## src/rtl/ahb2apb_bridge.sv

```systemverilog
`default_nettype none
// ============================================================================
// Module      : ahb2apb_bridge
// Description : AHB-Lite slave to APB master bridge. Each accepted AHB
//               transfer is registered (LATCH), then presented to APB as a
//               SETUP/ACCESS pair. The AHB response is returned one cycle
//               after the APB access completes.
//
// Parameters  : AWIDTH - address width of haddr and paddr
//               DSIZE  - log2 of data bytes (DBYTES = 1<<DSIZE, DWIDTH = 8*DBYTES)
//
// Ports       : hclk, hreset        - clock, synchronous active-high reset
//               hsel, hready, htrans, hwrite, hsize, hprot, haddr, hwdata
//                                   - AHB address/data phase inputs
//               hrdata, hreadyout, hresp
//                                   - AHB response outputs
//               psel, penable, pwrite, pprot, paddr, pstrb, pwdata
//                                   - APB request outputs (all registered)
//               prdata, pready, pslverr
//                                   - APB completion inputs
//
// Build option: define AHB2APB_ERR_EN to return AHB ERROR responses for
//               pslverr and for transfers wider than the data bus. Without it
//               pslverr is ignored, hresp is always 0 and oversized transfers
//               are handled as full-width ones.
//
// Revision    : 1.0 - initial release
// ============================================================================
module ahb2apb_bridge #(
    parameter int          AWIDTH = 10,
    parameter logic [2:0]  DSIZE  = 3'd2,
    localparam int         DBYTES = 1 << DSIZE,
    localparam int         DWIDTH = DBYTES * 8
) (
    input  logic              hclk,
    input  logic              hreset,
    input  logic              hsel,
    input  logic              hready,
    input  logic [1:0]        htrans,
    input  logic              hwrite,
    input  logic [2:0]        hsize,
    input  logic [3:0]        hprot,
    input  logic [AWIDTH-1:0] haddr,
    input  logic [DWIDTH-1:0] hwdata,
    output logic [DWIDTH-1:0] hrdata,
    output logic              hreadyout,
    output logic              hresp,
    output logic              psel,
    output logic              penable,
    output logic              pwrite,
    output logic [2:0]        pprot,
    output logic [AWIDTH-1:0] paddr,
    output logic [DBYTES-1:0] pstrb,
    output logic [DWIDTH-1:0] pwdata,
    input  logic [DWIDTH-1:0] prdata,
    input  logic              pready,
    input  logic              pslverr
);

    typedef enum logic [2:0] {
        S_IDLE   = 3'd0,
        S_LATCH  = 3'd1,
        S_SETUP  = 3'd2,
        S_ACCESS = 3'd3,
        S_DONE   = 3'd4,
        S_ERR1   = 3'd5,
        S_ERR2   = 3'd6
    } state_t;

    state_t r_state;

    // ------------------------------------------------------------------------
    // Acceptance: only NONSEQ/SEQ (htrans[1]=1) while the bridge is ready.
    // ------------------------------------------------------------------------
    logic w_ready_state;
    logic w_accept;

    assign w_ready_state = (r_state == S_IDLE) || (r_state == S_DONE) ||
                           (r_state == S_ERR2);
    assign w_accept      = w_ready_state & hsel & hready & htrans[1];

    // ------------------------------------------------------------------------
    // Write strobes. The transfer size is clamped to the bus width so the
    // mask never exceeds DBYTES lanes; the lane offset comes from the low
    // address bits and anything shifted past the top lane is dropped.
    // ------------------------------------------------------------------------
    logic [2:0]        w_size_eff;
    logic [DBYTES-1:0] w_mask;
    logic [DBYTES-1:0] w_strb;

    assign w_size_eff = (hsize > DSIZE) ? DSIZE : hsize;

    always_comb begin
        w_mask = '0;
        for (int i = 0; i < DBYTES; i++) begin
            w_mask[i] = (32'(i) < (32'd1 << w_size_eff));
        end
    end

    generate
        if (DSIZE == 3'd0) begin : g_no_offset
            assign w_strb = w_mask;
        end else begin : g_offset
            assign w_strb = w_mask << haddr[int'(DSIZE)-1:0];
        end
    endgenerate

    logic [2:0] w_pprot;
    assign w_pprot = {~hprot[0], 1'b1, hprot[1]};

`ifdef AHB2APB_ERR_EN
    // Oversized transfer flag, captured with the address phase.
    logic r_size_err;
    logic w_unused;
    assign w_unused = ^{hprot[3:2], htrans[0]};
`else
    logic w_unused;
    assign w_unused = ^{hprot[3:2], htrans[0], pslverr};
`endif

    // ------------------------------------------------------------------------
    // Control FSM. Every bus output is registered here and updated together
    // with the state it belongs to.
    // ------------------------------------------------------------------------
    always_ff @(posedge hclk) begin
        if (hreset) begin
            r_state   <= S_IDLE;
            psel      <= 1'b0;
            penable   <= 1'b0;
            pwrite    <= 1'b0;
            paddr     <= '0;
            pwdata    <= '0;
            pstrb     <= '0;
            pprot     <= '0;
            hrdata    <= '0;
            hreadyout <= 1'b1;
            hresp     <= 1'b0;
`ifdef AHB2APB_ERR_EN
            r_size_err <= 1'b0;
`endif
        end else begin
            case (r_state)
                S_IDLE, S_DONE, S_ERR2: begin
                    hresp <= 1'b0;
                    if (w_accept) begin
                        r_state   <= S_LATCH;
                        hreadyout <= 1'b0;
                        paddr     <= haddr;
                        pwrite    <= hwrite;
                        pprot     <= w_pprot;
                        pstrb     <= hwrite ? w_strb : '0;
`ifdef AHB2APB_ERR_EN
                        r_size_err <= (hsize > DSIZE);
`endif
                    end else begin
                        r_state   <= S_IDLE;
                        hreadyout <= 1'b1;
                    end
                end

                S_LATCH: begin
                    // AHB write data is valid in the data phase, i.e. now.
                    if (pwrite) begin
                        pwdata <= hwdata;
                    end
`ifdef AHB2APB_ERR_EN
                    if (r_size_err) begin
                        r_state <= S_ERR1;
                        hresp   <= 1'b1;
                    end else
`endif
                    begin
                        r_state <= S_SETUP;
                        psel    <= 1'b1;
                    end
                end

                S_SETUP: begin
                    r_state <= S_ACCESS;
                    penable <= 1'b1;
                end

                S_ACCESS: begin
                    if (pready) begin
                        psel    <= 1'b0;
                        penable <= 1'b0;
                        if (!pwrite) begin
                            hrdata <= prdata;
                        end
`ifdef AHB2APB_ERR_EN
                        if (pslverr) begin
                            r_state <= S_ERR1;
                            hresp   <= 1'b1;
                        end else
`endif
                        begin
                            r_state   <= S_DONE;
                            hreadyout <= 1'b1;
                        end
                    end
                end

                // First cycle of the two-cycle ERROR response: hready low.
                S_ERR1: begin
                    r_state   <= S_ERR2;
                    hreadyout <= 1'b1;
                end

                default: begin
                    r_state   <= S_IDLE;
                    psel      <= 1'b0;
                    penable   <= 1'b0;
                    hreadyout <= 1'b1;
                    hresp     <= 1'b0;
                end
            endcase
        end
    end

endmodule
`default_nettype wire

```

## config.mk

```make
export PLATFORM = sky130hd
export DESIGN_NAME = ahb2apb_bridge
export DESIGN_NICKNAME = d
export VERILOG_FILES = /design/src/rtl/ahb2apb_bridge.sv
export SDC_FILE = /design/constraint.sdc
export NUM_CORES = 1
export LEC_CHECK = 0
export CORE_MARGIN = 4
export CORE_UTILIZATION = 36
export CTS_BUF_LIST = sky130_fd_sc_hd__clkbuf_8
export DETAILED_ROUTE_END_ITERATION = 8
export GPL_ROUTABILITY_DRIVEN = 1
export HOLD_SLACK_MARGIN = 0.02
export PLACE_DENSITY_LB_ADDON = 0.05
export SYNTH_ARGS = -nofsm -noshare
export SYNTH_HDL_FRONTEND = slang
export SYNTH_SLANG_ARGS = --single-unit
```

## constraint.sdc

```tcl
create_clock -name hclk -period 1.5 [get_ports hclk]
set_input_delay 0.3 -clock hclk [delete_from_list [all_inputs] [get_ports hclk]]
set_output_delay 0.3 -clock hclk [all_outputs]
set_load 0.03 [all_outputs]
```

==> impl_metrics.yaml <==
clock_network:
  numCtsBuffers: 9
  clk_path_buf_depth: 2
  cts_tree: "done"
  ctsHtreeMaxLevel: 3
  clock_latency_ns: 0.35
  cts_sinks: 88
  cts-root-buf: "clkbuf_8"
  clk_pin_slew_worst_paths_ns: 0.08
  postCtsHoldBufs: 0
critical_path:
  reg2reg_slack_ns: 0.09
  endpoint_kind: "primary output"
  critPathSlowestCell: "dlygate4sd2_1"
  startpoint_type: "flop"
  path_buf_inv: 1
  worstPathArrival_ns: 1.13
  crit_type: "flop to primary output"
  required_ns: 1.20
  reg2reg_depth: 4
  r2r-end: "pstrb[1]$_SDFFE_PP0P_"
  crit_family: "buffers and inverters"
  max_stage_delay_ns: 0.43
  cp_cell_sequence: "dlygate4sd2_1"
  rr_startpoint: "r_state[2]$_SDFFE_PP0N_"
  cp_max_fo: 3
timing:
  skew_ns: 0.00936
  rsz0062_at_grt: "no"
  finalSetupTns_ns: 0
  hold_ws_ns: 0.403
  drv_slew: 0
  hold_violations: 0
  min_period_ns: 1.43
  setup_viol: 0
  finalCritPeriodShare: 0.954
  max_freq_mhz: 699
logic_synthesis:
  avgSynthCellArea_um2: 7.98
  syn_area_um2: 3180
  synth_fp_nets: 489
  seq_area_frac_synth: 0.553
  yosysTopAreaCell: "dfxtp_1"
  synth_top_area_frac: 0.553
  ys_warn_count: 0
  synth_cell_type_count: 34
  synth_top_flop_cell: "dfxtp_1"
  synth_cells: 399
  yosys-top-cells-count: "nand2_1, dfxtp_1, a21oi_1, clkbuf_1, nor2_1"
  synth-edff-count: 0
  post-synth-top-count-cell: "nand2_1"
  synth_area_leaders: "dfxtp_1, nand2_1, a21oi_1"
  synth-seq-cells: 88
  async_reset_ff_frac: 0
drt:
  wl_met1_um: 3800
  routed-wl-met3_um: 913
  firstDrtPassIters: 4
  post_drt_via_cell_ratio: 4.68
  vias: 3207
  wl_um: 9050
  drt-wirelength-per-cell_um: 13.2
  drt_iter0_markers: 95
  dr_wl_met2_um: 4230
  drt_drc_violations_left: 0
  highest-signal-layer: "met4"
  drtAntennaViolNets: 0
min_path:
  worstHoldPathCells: 4
  min_path_type: "input pin to flop"
  min_to: "r_state[0]$_SDFFE_PP0N_"
  hold_start: "hsel"
grt:
  gr-usage-all-layers: 0.170
  grt_pass1_vias: 2993
  grt_pass1_wl_um: 14100
  grt_max_degree: 89
  antenna_found_initial: 0
  grt-ovfl-total: 0
final_layout:
  fin_nets: 662
  post-route-util: 0.609
  nFillCells: 816
  drive_above_1_share: 0.0797
  synthToLayoutAreaGrowth_pct: 65.9
  antenna-diode-count: 0
power_and_ir_drop:
  p_leak_uw: 0.00227
  p_per_area_nw_per_um2: 916
  irDropWorstVdd_mv: 0.455
  power.total_uw: 4840
floorplan:
  start_util: 0.367
  ios: 176
  dieArea_um2: 10400
  die_w_um: 102
  rows: 34
  core_um2: 8680
  die_h_um: 102
placement:
  place_congestion: 0.751
  hpwl_um: 6360
  port-buffer-count: 170
status:
  status: "finished, final reports clean"
job:
  max_cap_viol_count: 0
stage by stage:
stage                     setup WS, ns  cells  area (um2)
after detailed placement        -0.416    669        5140
final                           0.0694    685        5280
after floorplan                -0.0569    399        3180
after global routing          0.000481    685        5280
after CTS                     0.000342    685        5280
after global placement          -0.386    669        5140
power breakdown:
group | internal [uW] | switching (uW)
sequential | 2380 | 25.3
clock | 1030 | 821
combinational | 324 | 265
total | 3730 | 1110
sequential cells by signal, summed over array words and instances, names as in the netlist:
register   cells
paddr         10
pprot          3
r_state        3
pwdata        32
psel           1
pstrb          4
hrdata        32
hreadyout      1
penable        1
pwrite         1
worst max path at each step:
stage                                       start               endpoint  depth (start not counted)
after floorplan           r_state[1]$_SDFFE_PP0N_  pstrb[1]$_SDFFE_PP0P_                          6
after global placement                  htrans[1]  pstrb[1]$_SDFFE_PP0P_                          5
after detailed placement                   hready  pstrb[1]$_SDFFE_PP0P_                          5
after CTS                                  hready  pstrb[1]$_SDFFE_PP0P_                          5
after global routing         penable$_SDFFE_PP0P_                penable                          1
final                        penable$_SDFFE_PP0P_                penable                          1
cells in the final DEF (no fill, tap or decap), types with 2 or more instances in the layout:
master / synthesis / layout
a211oi_1: 2 / 2
a21oi_1: 82 / 82
buf_12: 0 / 7
buf_4: 1 / 15
bufinv_16: 0 / 2
clkbuf_8: 0 / 11
clkdlybuf4s50_1: 0 / 81
dfxtp_1: 88 / 88
dlygate4sd2_1: 0 / 84
dlymetal6s2s_1: 0 / 3
inv_1: 1 / 2
nand2_1: 160 / 160
nand2b_1: 2 / 2
nor2_1: 5 / 5
nor4_1: 2 / 2
o21ai_0: 2 / 2
o21bai_1: 3 / 3
or3_1: 3 / 2
or3_4: 1 / 2
area by class of cell:
class / count / area [um2] / share of cell area
Clock inverter: 5 / 80.1 / 0.0152
Multi-Input combinational cell: 281 / 1310 / 0.248
Inverter: 1 / 3.75 / 0.000710
Timing Repair Buffer: 191 / 1840 / 0.349
Clock buffer: 11 / 151 / 0.0287
Tap cell: 108 / 135 / 0.0256
Sequential cell: 88 / 1760 / 0.333
worst min-delay path: cells and delay by family:
| kind | cells | cell delay, ns |
|---|---|---|
| AOI/OAI and AO/OA | 2 | 0.22 |
| buffers and inverters | 1 | 0.12 |
| and+or+nand+nor | 1 | 0.07 |
repair_timing:
action / 4_1_cts / 5_1_grt
setup endpoints to repair: 86 / 3
setup buffers: 0 / 0
gates resized for setup: 86 / 3
cells by family (layout without fill, tap and decap cells):
| group | after synthesis | in the layout | share of synthesized area |
|---|---|---|---|
| simple gates | 184 | 184 | 0.241 |
| flops | 88 | 88 | 0.553 |
| compound gates | 96 | 96 | 0.162 |
| buf+inv | 30 | 208 | 0.0424 |
| other cells | 1 | 1 | 0.00118 |
routing by layer:
layer	vias up	track usage
met5	-	0
met4	0	0.0545
met3	9	0.0662
met2	101	0.280
met1	1458	0.203
li1	1639	-
No activity file was read; power rests on OpenSTA's default activity.
==> RTL change, RTL diff (config.mk and constraints unchanged) <==
Build with the macro `AHB2APB_ERR_EN` defined.
--- a/src/rtl/ahb2apb_bridge.sv
+++ b/src/rtl/ahb2apb_bridge.sv
@@ -26,6 +26,8 @@
 //
 // Revision    : 1.0 - initial release
 // ============================================================================
+`define AHB2APB_ERR_EN
+
 module ahb2apb_bridge #(
     parameter int          AWIDTH = 10,
     parameter logic [2:0]  DSIZE  = 3'd2,
Formal check against the unedited RTL: not equivalent (Yosys sat finds a counterexample within 4 cycles, from zero or initial values and one cycle with hreset high).
==> RTL change against the unedited design <==
First-iteration DRC count is 53% higher. Synthesized area is 8.5% higher. Final area is 7.4% higher. Worst setup slack better by 0.011 ns. Wire length is 17% higher. Total power is 0.25% lower. Synthesized cell count is 6.8% higher. Sequential cell count is 2 higher. Via count is 11% higher. Critical path type unchanged.
==> RTL change: results (changes against the unedited design) <==
status complete, no violations; leakage 2.34 nW (+3.1%); clk_skew 0.0123 ns (+0.00296 ns); Port Buffers 172 (+1.2%); reg2reg path depth 6 (+2); Post-synth top cells 90 x dfxtp_1, 85 x a21oi_1, 69 x nand2_1; internal power 3.65 mW (-2.1%); routed via count 3,567 (+11%); global-route wire length before repair 16.4 mm (+16%); DP Worst Slack -0.198 ns (+0.219 ns); total CTS buffers 9 (unchanged); Finished Core Util 61.1% (+0.23 points); Synth area leaders dfxtp_1 52%, a21oi_1 12%, nand2_1 7.5%; 1st-iter DRT viols 145 (+53%); area post-placement 5480 sq um (+6.6%); worst vdd ir 505 uV (+11%); CP delay by family, top buffers and inverters; DPL Wire Length 7.32 mm (+15%); Via density 4.86 (+3.8%); depth of the CTS H-tree 3 (unchanged); vias in the first global route 3,373 (+13%); GRT Total Usage 17.8% (+0.88 points); cell count after placement 714 (+6.7%); largest net degree at the start of global routing 47 (-47%); Syn Area/Cell 8.11 sq um (+1.6%); total routed wirelength 10.6 mm (+17%); sequential share of the synthesized area 52.2% (-3.2 points); layout cell share with drive strength beyond 1 10.2% (+2.3 points); clk root buf clkbuf_8; min-delay src hreset; final net count 690 (+4.2%); reg2reg start r_state[1]; Final Wtd Congestion 0.765 (+1.9%); Crit. Startpoint penable; Critical Path Fanout Max 3 (unchanged); Mapped Nets 516 (+5.5%); post-synth cell types 35 (+2.9%); hold depth 3 (-1)
-- RTL change: area by class of cell --
cell class / count / area, sq um
Clock buffer: 11 / 151
Clock inverter: 5 / 60.1
Fill cell: 886 / 3610
Inverter: 3 / 11.3
Multi-Input combinational cell: 290 / 1500
Sequential cell: 90 / 1810
Tap cell: 129 / 161
Timing Repair Buffer: 206 / 1980
-- RTL change: power by group through the flow --
stage               logic (mW)  clock network, mW  registers (mW)
global route             0.687               1.88            2.46
detailed placement       0.656                  0            2.51
CTS                      0.641               1.79            2.45
global placement         0.654                  0            2.51
floorplan                0.184                  0            2.57
finish                   0.646               1.73            2.45
-- RTL change: cells by family after synthesis --
kind of cell / after synthesis / synth area share, %
compound gates: 150 / 22.7
buf+inv: 46 / 5.54
flops: 90 / 52.2
mux: 1 / 0.290
simple gates: 139 / 19.3
-- RTL change: routing by layer --
metal | wire length (microns) | vias up | track usage, %
met5 | 0 | - | 0
met4 | 89 | 0 | 4.44
met3 | 826 | 8 | 6.86
met2 | 4910 | 119 | 28.4
met1 | 4780 | 1615 | 22.9
li1 | - | 1825 | -
-- RTL change: final timing paths --
path / to / slack, ns
max: penable / 0.08
min: hreadyout / 0.36
max reg2reg: hrdata[15] / 0.08
min reg2reg: pwdata[4] / 0.45
-- RTL change: timing repair --
| item | CTS | global route |
|---|---|---|
| gates resized for setup | 85 | 9 |
| cloned | 0 | 2 |
| setup buffers | 0 | 2 |
| setup endpoints to repair | 85 | 10 |
| pin swaps | 0 | 2 |
